### src/rtl/pipe_stage_reg_pkg.sv
// Shared widths and the main-entry load-source encoding used by the
// inter-stage pipeline register and its slot sub-module.
package pipe_stage_reg_pkg;

  localparam int WORD_W     = 16;
  localparam int REG_W_DEF  = 3;
  localparam int CTRL_W_DEF = 3;

  typedef enum logic [1:0] {
    SRC_HOLD  = 2'd0,
    SRC_INPUT = 2'd1,
    SRC_SKID  = 2'd2
  } main_src_e;

endpackage

### src/rtl/pipe_stage_reg_slot.sv
// One pipeline entry: a valid flop plus a payload register with load and
// clear enables. Load wins over clear; clear leaves the payload untouched.
module pipe_slot #(
  parameter int W = 8
) (
  input  logic         clk,
  input  logic         rst,
  input  logic         load,
  input  logic         clr,
  input  logic [W-1:0] d,
  output logic         valid,
  output logic [W-1:0] q
);

  logic         valid_r;
  logic [W-1:0] q_r;

  // Entry state: valid bit and payload, payload moves only on load
  always_ff @(posedge clk) begin
    if (rst) begin
      valid_r <= 1'b0;
      q_r     <= {W{1'b0}};
    end else if (load) begin
      valid_r <= 1'b1;
      q_r     <= d;
    end else if (clr) begin
      valid_r <= 1'b0;
    end else begin
      valid_r <= valid_r;
    end
  end

  assign valid = valid_r;
  assign q     = q_r;

endmodule

### src/rtl/pipe_stage_reg.sv
// Inter-stage pipeline register with valid/ready backpressure, flush-to-bubble,
// an optional skid entry and a saturating stall counter.
module pipe_stage_reg
  import pipe_stage_reg_pkg::*;
#(
  parameter int DATA_W = 4 * WORD_W,
  parameter int CTRL_W = CTRL_W_DEF,
  parameter int REG_W  = REG_W_DEF,
  parameter int SKID   = 1,
  parameter int CNT_W  = 16
) (
  input  logic              clk,
  input  logic              rst,
  input  logic              flush,
  input  logic              in_valid,
  output logic              in_ready,
  input  logic [CTRL_W-1:0] in_ctrl,
  input  logic [DATA_W-1:0] in_data,
  input  logic [REG_W-1:0]  in_wreg,
  output logic              out_valid,
  input  logic              out_ready,
  output logic [CTRL_W-1:0] out_ctrl,
  output logic [DATA_W-1:0] out_data,
  output logic [REG_W-1:0]  out_wreg,
  output logic [CNT_W-1:0]  stall_cnt
);

  localparam int PAY_W = CTRL_W + DATA_W + REG_W;

  logic             main_valid_s;
  logic             skid_valid_s;
  logic [PAY_W-1:0] main_pay_s;
  logic [PAY_W-1:0] skid_pay_s;
  logic [PAY_W-1:0] in_pay_s;
  logic [PAY_W-1:0] main_d_s;
  logic             in_ready_s;
  logic             accept_s;
  logic             drain_s;
  logic             main_open_s;
  logic             main_load_s;
  logic             main_clr_s;
  logic             skid_load_s;
  logic             skid_clr_s;
  main_src_e        main_src_s;
  logic [CNT_W-1:0] stall_cnt_r;

  assign in_pay_s    = {in_ctrl, in_data, in_wreg};
  assign accept_s    = in_valid && in_ready_s && !flush;
  assign drain_s     = main_valid_s && out_ready;
  assign main_open_s = !main_valid_s || out_ready;

  // Decide where the main entry loads from and which entries clear
  always_comb begin
    main_src_s  = SRC_HOLD;
    main_clr_s  = 1'b0;
    skid_load_s = 1'b0;
    skid_clr_s  = 1'b0;
    if (flush) begin
      main_clr_s = 1'b1;
      skid_clr_s = 1'b1;
    end else if (main_open_s) begin
      if (skid_valid_s) begin
        main_src_s = SRC_SKID;
        skid_clr_s = 1'b1;
      end else if (accept_s) begin
        main_src_s = SRC_INPUT;
      end else begin
        main_clr_s = drain_s;
      end
    end else begin
      skid_load_s = accept_s;
    end
  end

  // Translate the load source into slot enable and payload
  always_comb begin
    main_load_s = 1'b0;
    main_d_s    = main_pay_s;
    case (main_src_s)
      SRC_INPUT: begin
        main_load_s = 1'b1;
        main_d_s    = in_pay_s;
      end
      SRC_SKID: begin
        main_load_s = 1'b1;
        main_d_s    = skid_pay_s;
      end
      default: begin
        main_load_s = 1'b0;
        main_d_s    = main_pay_s;
      end
    endcase
  end

  pipe_slot #(.W(PAY_W)) u_main (
    .clk   (clk),
    .rst   (rst),
    .load  (main_load_s),
    .clr   (main_clr_s),
    .d     (main_d_s),
    .valid (main_valid_s),
    .q     (main_pay_s)
  );

  // The skid variant keeps in_ready free of any combinational path from out_ready
  generate
    if (SKID != 0) begin : g_skid
      pipe_slot #(.W(PAY_W)) u_skid (
        .clk   (clk),
        .rst   (rst),
        .load  (skid_load_s),
        .clr   (skid_clr_s),
        .d     (in_pay_s),
        .valid (skid_valid_s),
        .q     (skid_pay_s)
      );
      assign in_ready_s = !rst && !skid_valid_s;
    end else begin : g_noskid
      logic unused_skid_s;
      assign skid_valid_s  = 1'b0;
      assign skid_pay_s    = {PAY_W{1'b0}};
      assign unused_skid_s = ^{skid_load_s, skid_clr_s};
      assign in_ready_s    = !rst && (!main_valid_s || out_ready);
    end
  endgenerate

  // Stall counter: cleared only by rst, sticks at all-ones
  always_ff @(posedge clk) begin
    if (rst) begin
      stall_cnt_r <= {CNT_W{1'b0}};
    end else if (main_valid_s && !out_ready && (stall_cnt_r != {CNT_W{1'b1}})) begin
      stall_cnt_r <= stall_cnt_r + {{(CNT_W-1){1'b0}}, 1'b1};
    end else begin
      stall_cnt_r <= stall_cnt_r;
    end
  end

  assign in_ready  = in_ready_s;
  assign out_valid = main_valid_s;
  assign out_ctrl  = main_valid_s ? main_pay_s[PAY_W-1 -: CTRL_W] : {CTRL_W{1'b0}};
  assign out_data  = main_pay_s[REG_W +: DATA_W];
  assign out_wreg  = main_pay_s[REG_W-1:0];
  assign stall_cnt = stall_cnt_r;

endmodule

### config.mk
export PLATFORM = sky130hd
export DESIGN_NAME = pipe_stage_reg
export DESIGN_NICKNAME = d
export VERILOG_FILES = /design/src/rtl/pipe_stage_reg_pkg.sv /design/src/rtl/pipe_stage_reg_slot.sv /design/src/rtl/pipe_stage_reg.sv
export SDC_FILE = /design/constraint.sdc
export NUM_CORES = 1
export LEC_CHECK = 0
export ABC_AREA = 0
export BUFFER_PORTS_ARGS = -buffer_cell sky130_fd_sc_hd__buf_2
export CORE_MARGIN = 3
export CORE_UTILIZATION = 56
export CTS_BUF_LIST = sky130_fd_sc_hd__clkbuf_4
export DETAILED_ROUTE_END_ITERATION = 12
export GPL_TIMING_DRIVEN = 0
export PLACE_DENSITY = 0.92
export SLEW_MARGIN = 10
export SYNTH_ARGS = -nofsm -noshare
export SYNTH_HDL_FRONTEND = slang
export SYNTH_SLANG_ARGS = --single-unit
### constraint.sdc
create_clock -name clk -period 3.1 [get_ports clk]
set_input_delay 0.93 -clock clk [delete_from_list [all_inputs] [get_ports clk]]
set_output_delay 0.93 -clock clk [all_outputs]
set_load 0.02 [all_outputs]
[Word level (Yosys, flattened, before mapping)]
Index checks and enable logic that the tools add are counted.
Cells by class
  add/sub/neg operators: 1
  $mul: 0
  div/mod/pow operators: 0
  $lt $le $gt $ge: 0
  equality and inequality tests: 3
  shift operators: 0
  muxes and demuxes: 20
  bitwise operators: 0
  reduce and logical (&&, ||, !) cells: 17
Operators by type and width (count)
  one-hot mux 70 bit (2 select lines): 1
  adder 16 x 1 -> 16 bit, second input constant: 1
  != test 16 bit, second input constant: 1
  2-to-1 mux 1 bit: 15
  logical AND 1 bit: 6
  2-to-1 mux 2 bit: 3
  nonzero test 2 bit: 3
  zero test 1 bit: 5
  2-to-1 mux 3 bit: 1
  equality test 2 x 1 -> 1 bit, second input constant: 1
  equality test 2 bit, second input constant: 1
  AND reduction 2 bit: 1
  OR reduction 2 bit: 1
  logical OR 1 bit: 1
Storage, ports and cells
  register bits after elaboration: 158
  bits in latches: 0
  RAM bits: 0
  ROM bits: 0
  bits of input ports: 75
  logic and storage cells: 46
  memories kept: 0

[Longest topological paths before layout]
  depth after elaboration: 12
  depth in mapped cells: 10

[Hierarchy]
Synthesis repeated with hierarchy kept, for this count alone.
Unflattened totals
  cells, all modules: 817
  area total of the unflattened synthesis: 7343.3 sq um
Modules (own cells, without submodules)
  pipe_slot: times used 2, cells each 230, area each 2548.7 sq um, seq. area each 1421.4 sq um
  pipe_stage_reg: times used 1, cells each 357, area each 2245.9 sq um, seq. area each 320.3 sq um

[Worst setup path before layout]
Ideal clock, no wire load.
  kind: input -> register
  from: in rst
  to: reg u_main.q_r[50] (netlist: u_main.q[50])
  library setup time: 0.128 ns
  arrival time: 2.760 ns
  data required time: 2.972 ns
  slack: 0.213 ns
  stages: 10
  cell sequence: clkbuf_1 nor4b_1 nand2_1 ha_1 clkbuf_1 clkbuf_1 clkbuf_1 nor2_1 a21oi_1 nor2_1
On the way
  word-level cells in the longest chain between the ends: 12
  elaborated cells between the ends (all ways): 15
  classes of those cells: eq/ne (2); mux (6); reduce/logical (7)
RTL lines
  start: declaration: RTL line pipe_stage_reg.sv:13  | input logic rst,
  zero test 1 bit: RTL line pipe_stage_reg.sv:117  | assign in_ready_s = !rst && !skid_valid_s;
  logical AND 1 bit: RTL line pipe_stage_reg.sv:117
  logical AND 1 bit (2 in series): RTL line pipe_stage_reg.sv:48  | assign accept_s = in_valid && in_ready_s && !flush;
  2-to-1 mux 1 bit: RTL line pipe_stage_reg.sv:65  | end else if (accept_s) begin
  2-to-1 mux 2 bit: RTL line pipe_stage_reg.sv:62  | if (skid_valid_s) begin
  2-to-1 mux 2 bit: RTL line pipe_stage_reg.sv:61  | end else if (main_open_s) begin
  2-to-1 mux 2 bit: RTL line pipe_stage_reg.sv:58  | if (flush) begin
  equality test 2 bit or equality test 2 x 1 -> 1 bit (tied branches): RTL line pipe_stage_reg.sv:79  | case (main_src_s)
  OR reduction 2 bit (no source line)
  2-to-1 mux 1 bit: RTL line pipe_stage_reg.sv:79
  AND reduction 2 bit (no source line)
  end signal: assignment: RTL line pipe_stage_reg_slot.sv:22  | q_r <= {W{1'b0}};
  end: declaration: RTL line pipe_stage_reg_slot.sv:16  | logic [W-1:0] q_r;
Parallel ways exist; a longest one is shown, timed or not.
A chain may end at the register's enable or synchronous reset.

[Worst setup path after layout]
  from: in rst
  to: out in_ready
On the way
  word-level cells in the longest chain between the ends: 2
RTL lines
  zero test 1 bit: RTL line pipe_stage_reg.sv:117
  logical AND 1 bit: RTL line pipe_stage_reg.sv:117
  end: declaration: RTL line pipe_stage_reg.sv:16  | output logic in_ready,
No other way between the ends.

==> results.sh <==
export IMPL_status="complete, no violations"
export IMPL_drt_wirelength_per_cell_um=13.8
export IMPL_seqCellArea_mm2=0.00316
export IMPL_drtIter0Drc=526
export IMPL_std_cell_rows=40
export IMPL_start_util_pct=57.6
export IMPL_synth_warnings=0
export IMPL_gp_congestion=0.812
export IMPL_path_clk_slew_ns=0.11
export IMPL_crit_chain="clkbuf_1 > clkbuf_2 > nor2_1 > buf_2"
export IMPL_yosys_area_top_type="dfxtp_1"
export IMPL_synth_area_leaders="dfxtp_1 46%, a21oi_1 11%, mux2i_1 10%"
export IMPL_grt_max_degree=20
export IMPL_slowest_stage="clkbuf_2"
export IMPL_multi_input_comb_area_mm2=0.00303
export IMPL_slew_headroom_pct=51.2
export IMPL_worst_pin_slew_ns=0.732
export IMPL_synth_most_common_cell="dfxtp_1"
export IMPL_cell_internal_pwr_mw=2.77
export IMPL_finalPower_mw=3.66
export IMPL_worstHoldStart="g_skid.u_skid.q[65]"
export IMPL_die_x_um=117
export IMPL_reg2reg_slack_ns=0.47
export IMPL_p_seq_share_pct=56.9
export IMPL_synth_area_mm2=0.00695
export IMPL_syn_to_final_growth_pct=18.6
export IMPL_core_mm2=0.0121
export IMPL_critical_path_class="in2out"
export IMPL_ys_seq_area_share_pct=45.5
export IMPL_ant_nets=0
export IMPL_grt_pass1_vias=5979
export IMPL_cp_arrival_ns=2.06
export IMPL_hpwl_mm=12.2
export IMPL_hold_end="g_skid.u_skid.q[65]"
export IMPL_slowest_delay_ns=0.50
export IMPL_cts_max_level=4
export IMPL_timing_final_crit_share_pct=96.4
export IMPL_power_leakage_nw=3.39
export IMPL_cts_path_max_buffers=2
export IMPL_switchingPower_mw=0.893
export IMPL_rr_worst_depth=8
export IMPL_netlist_area_leader_share_pct=45.5
export IMPL_fin_worst_skew_ns=0.0173
export IMPL_setup_viol=0
export IMPL_synth_seq_cells=158
export IMPL_route_vias_total=6400
export IMPL_grt_pass1_wl_mm=27.8
export IMPL_startpoint_type="input port"
export IMPL_ioPinCount=163
export IMPL_fmax_mhz=335
export IMPL_fill_cells=963
export IMPL_ir_drop_mv=0.235
export IMPL_drc=0
export IMPL_reg2reg_from="g_skid.u_skid.valid"
export IMPL_worst_setup_path_end_kind="output port"
export IMPL_reg2reg_to="u_main.q[38]"
export IMPL_firstDrtPassIters=6
export IMPL_path_buf_inv=3
export IMPL_dieArea_mm2=0.0138
export IMPL_crit_fanout=19
export IMPL_numCtsBuffers=17
export IMPL_drv_slew=0
export IMPL_synth_area_per_cell_um2=8.01
export IMPL_min_path_cells=2
export IMPL_period_minus_slack_ns=2.99
export IMPL_ys_flop_type="dfxtp_1"
export IMPL_cap_violations=0
export IMPL_clock_sinks=158
export IMPL_grt_usage_pct=24.4
export IMPL_setup_tns_ns=0
export IMPL_crit_required_ns=2.17
export IMPL_p_per_area_mw_per_mm2=444
export IMPL_antenna_found_initial=1
export IMPL_wl_mm=16.9
export IMPL_root_buffer="clkbuf_4"
export IMPL_netlist_instances=868
export IMPL_nets=1124
export IMPL_portBuffers=161
export IMPL_drive_above_1_share_pct=26.3
export IMPL_ys_async_sr_fraction_pct=0
export IMPL_switching_share_pct=24.4
export IMPL_whs_ns=0.461
export IMPL_power_share_clock_pct=33.8
export IMPL_grt_ovfl_total=0
export IMPL_critPathTopFamily="buffers and inverters"
export IMPL_yosysUniqueCellTypes=36
export IMPL_postCtsSetupBuffers=0
export IMPL_grt_setup_unrepaired="no"
export IMPL_hold_viol=0
export IMPL_synth_edff_count=0
export IMPL_worstSkewPairLatency_ns=0.56
export IMPL_power_frac_comb_pct=9.3
export IMPL_hp_class="reg2reg"
export IMPL_synth_top_cells_by_count="158 x dfxtp_1, 154 x a21oi_1, 147 x nand2_1"
export IMPL_synth_nets=945
export IMPL_die_h_um=117
export IMPL_cts_tree="yes"
export IMPL_via_per_inst=5.22
==> worst reg2reg max path: stages (launching register included) <==
cell and delay [ns]:
dfxtp_1 0.36, nor4b_1 0.44, nand2_1 0.11, ha_1 0.28, clkbuf_1 0.31, clkbuf_2 0.38, clkbuf_1 0.42, a21oi_1 0.14
nor2_1 0.12
==> layout make-up <==
type	count	area share, %
sequential	158	38.4
multi-input combinational	578	36.7
timing repair buffer	161	9.78
buffer	126	9.05
tap	168	2.55
clock buffer	20	1.82
clock inverter	9	1.47
inverter	5	0.228
antenna	1	0.0304
==> cells by family (layout without fill, tap and decap cells) <==
family                   count (synthesis)  count (layout)  share of synthesized area (%)
AND/OR/NAND/NOR                        335             335                           20.2
AO/OA/AOI/OAI                          170             170                           12.8
flip-flops                             158             158                           45.5
buffers and inverters                  132             321                           11.0
multiplexers                            71              71                           10.2
adder cells (fa/ha/maj)                  2               2                          0.360
other                                    0               1                              0
==> power by group through the flow <==
stage | sequential (mW) | clock (mW) | combinational (mW)
global placement | 2.13 | 0 | 0.331
finish | 2.08 | 1.24 | 0.342
detailed placement | 2.13 | 0 | 0.339
floorplan | 2.12 | 0 | 0.210
CTS | 2.08 | 1.26 | 0.340
global route | 2.09 | 1.35 | 0.377
==> state kept, by name (all words and copies together), names as in the netlist <==
name and flops:
g_skid.u_skid.q 70, g_skid.u_skid.valid 1, stall_cnt 16, u_main.q 70, u_main.valid 1
==> stage by stage <==
step                      std cells  setup slack (ns)  instance area [µm²]  util, %
final                          1226             0.111                 8240     68.3
after global routing           1226            0.0318                 8240     68.3
after CTS                      1225             0.121                 8240     68.3
after detailed placement       1197            -0.685                 7970     66.1
after global placement         1197            -0.631                 7970     66.1
after floorplan                 868             0.213                 6950        -
==> what timing repair did <==
item	in CTS	in global routing
endpoints found under the setup margin	4	15
resized for setup	2	4
hold buffers	0	0
==> metal layers <==
layer / up-vias / share of wire [%] / global-route usage [%]
met5: - / 0 / 0
met4: 0 / 2.4 / 10.8
met3: 35 / 7.7 / 7.18
met2: 233 / 47 / 39.7
met1: 2943 / 43 / 30.1
li1: 3189 / - / -
==> worst max-delay path by stage <==
stage / startpoint / to / slack, ns / cells after the start
2_1_floorplan: rst / u_main.q[50] / 0.21 / 10
3_3_place_gp: rst / u_main.q[55] / -0.63 / 10
3_5_place_dp: rst / u_main.q[50] / -0.69 / 10
4_1_cts: rst / in_ready / 0.12 / 4
5_1_grt: rst / in_ready / 0.03 / 4
6_report: rst / in_ready / 0.11 / 4
==> cells in the final DEF, fill, tap and decap left out, drive strengths merged, types with 5 or more instances in the layout <==
master / n
a21oi: 154
buf: 240
clkbuf: 67
clkinv: 5
dfxtp: 158
inv: 5
mux2i: 70
nand2: 147
nor2: 144
o31ai: 9
or3: 7
or4: 7
(Power assumes the default switching activity.)
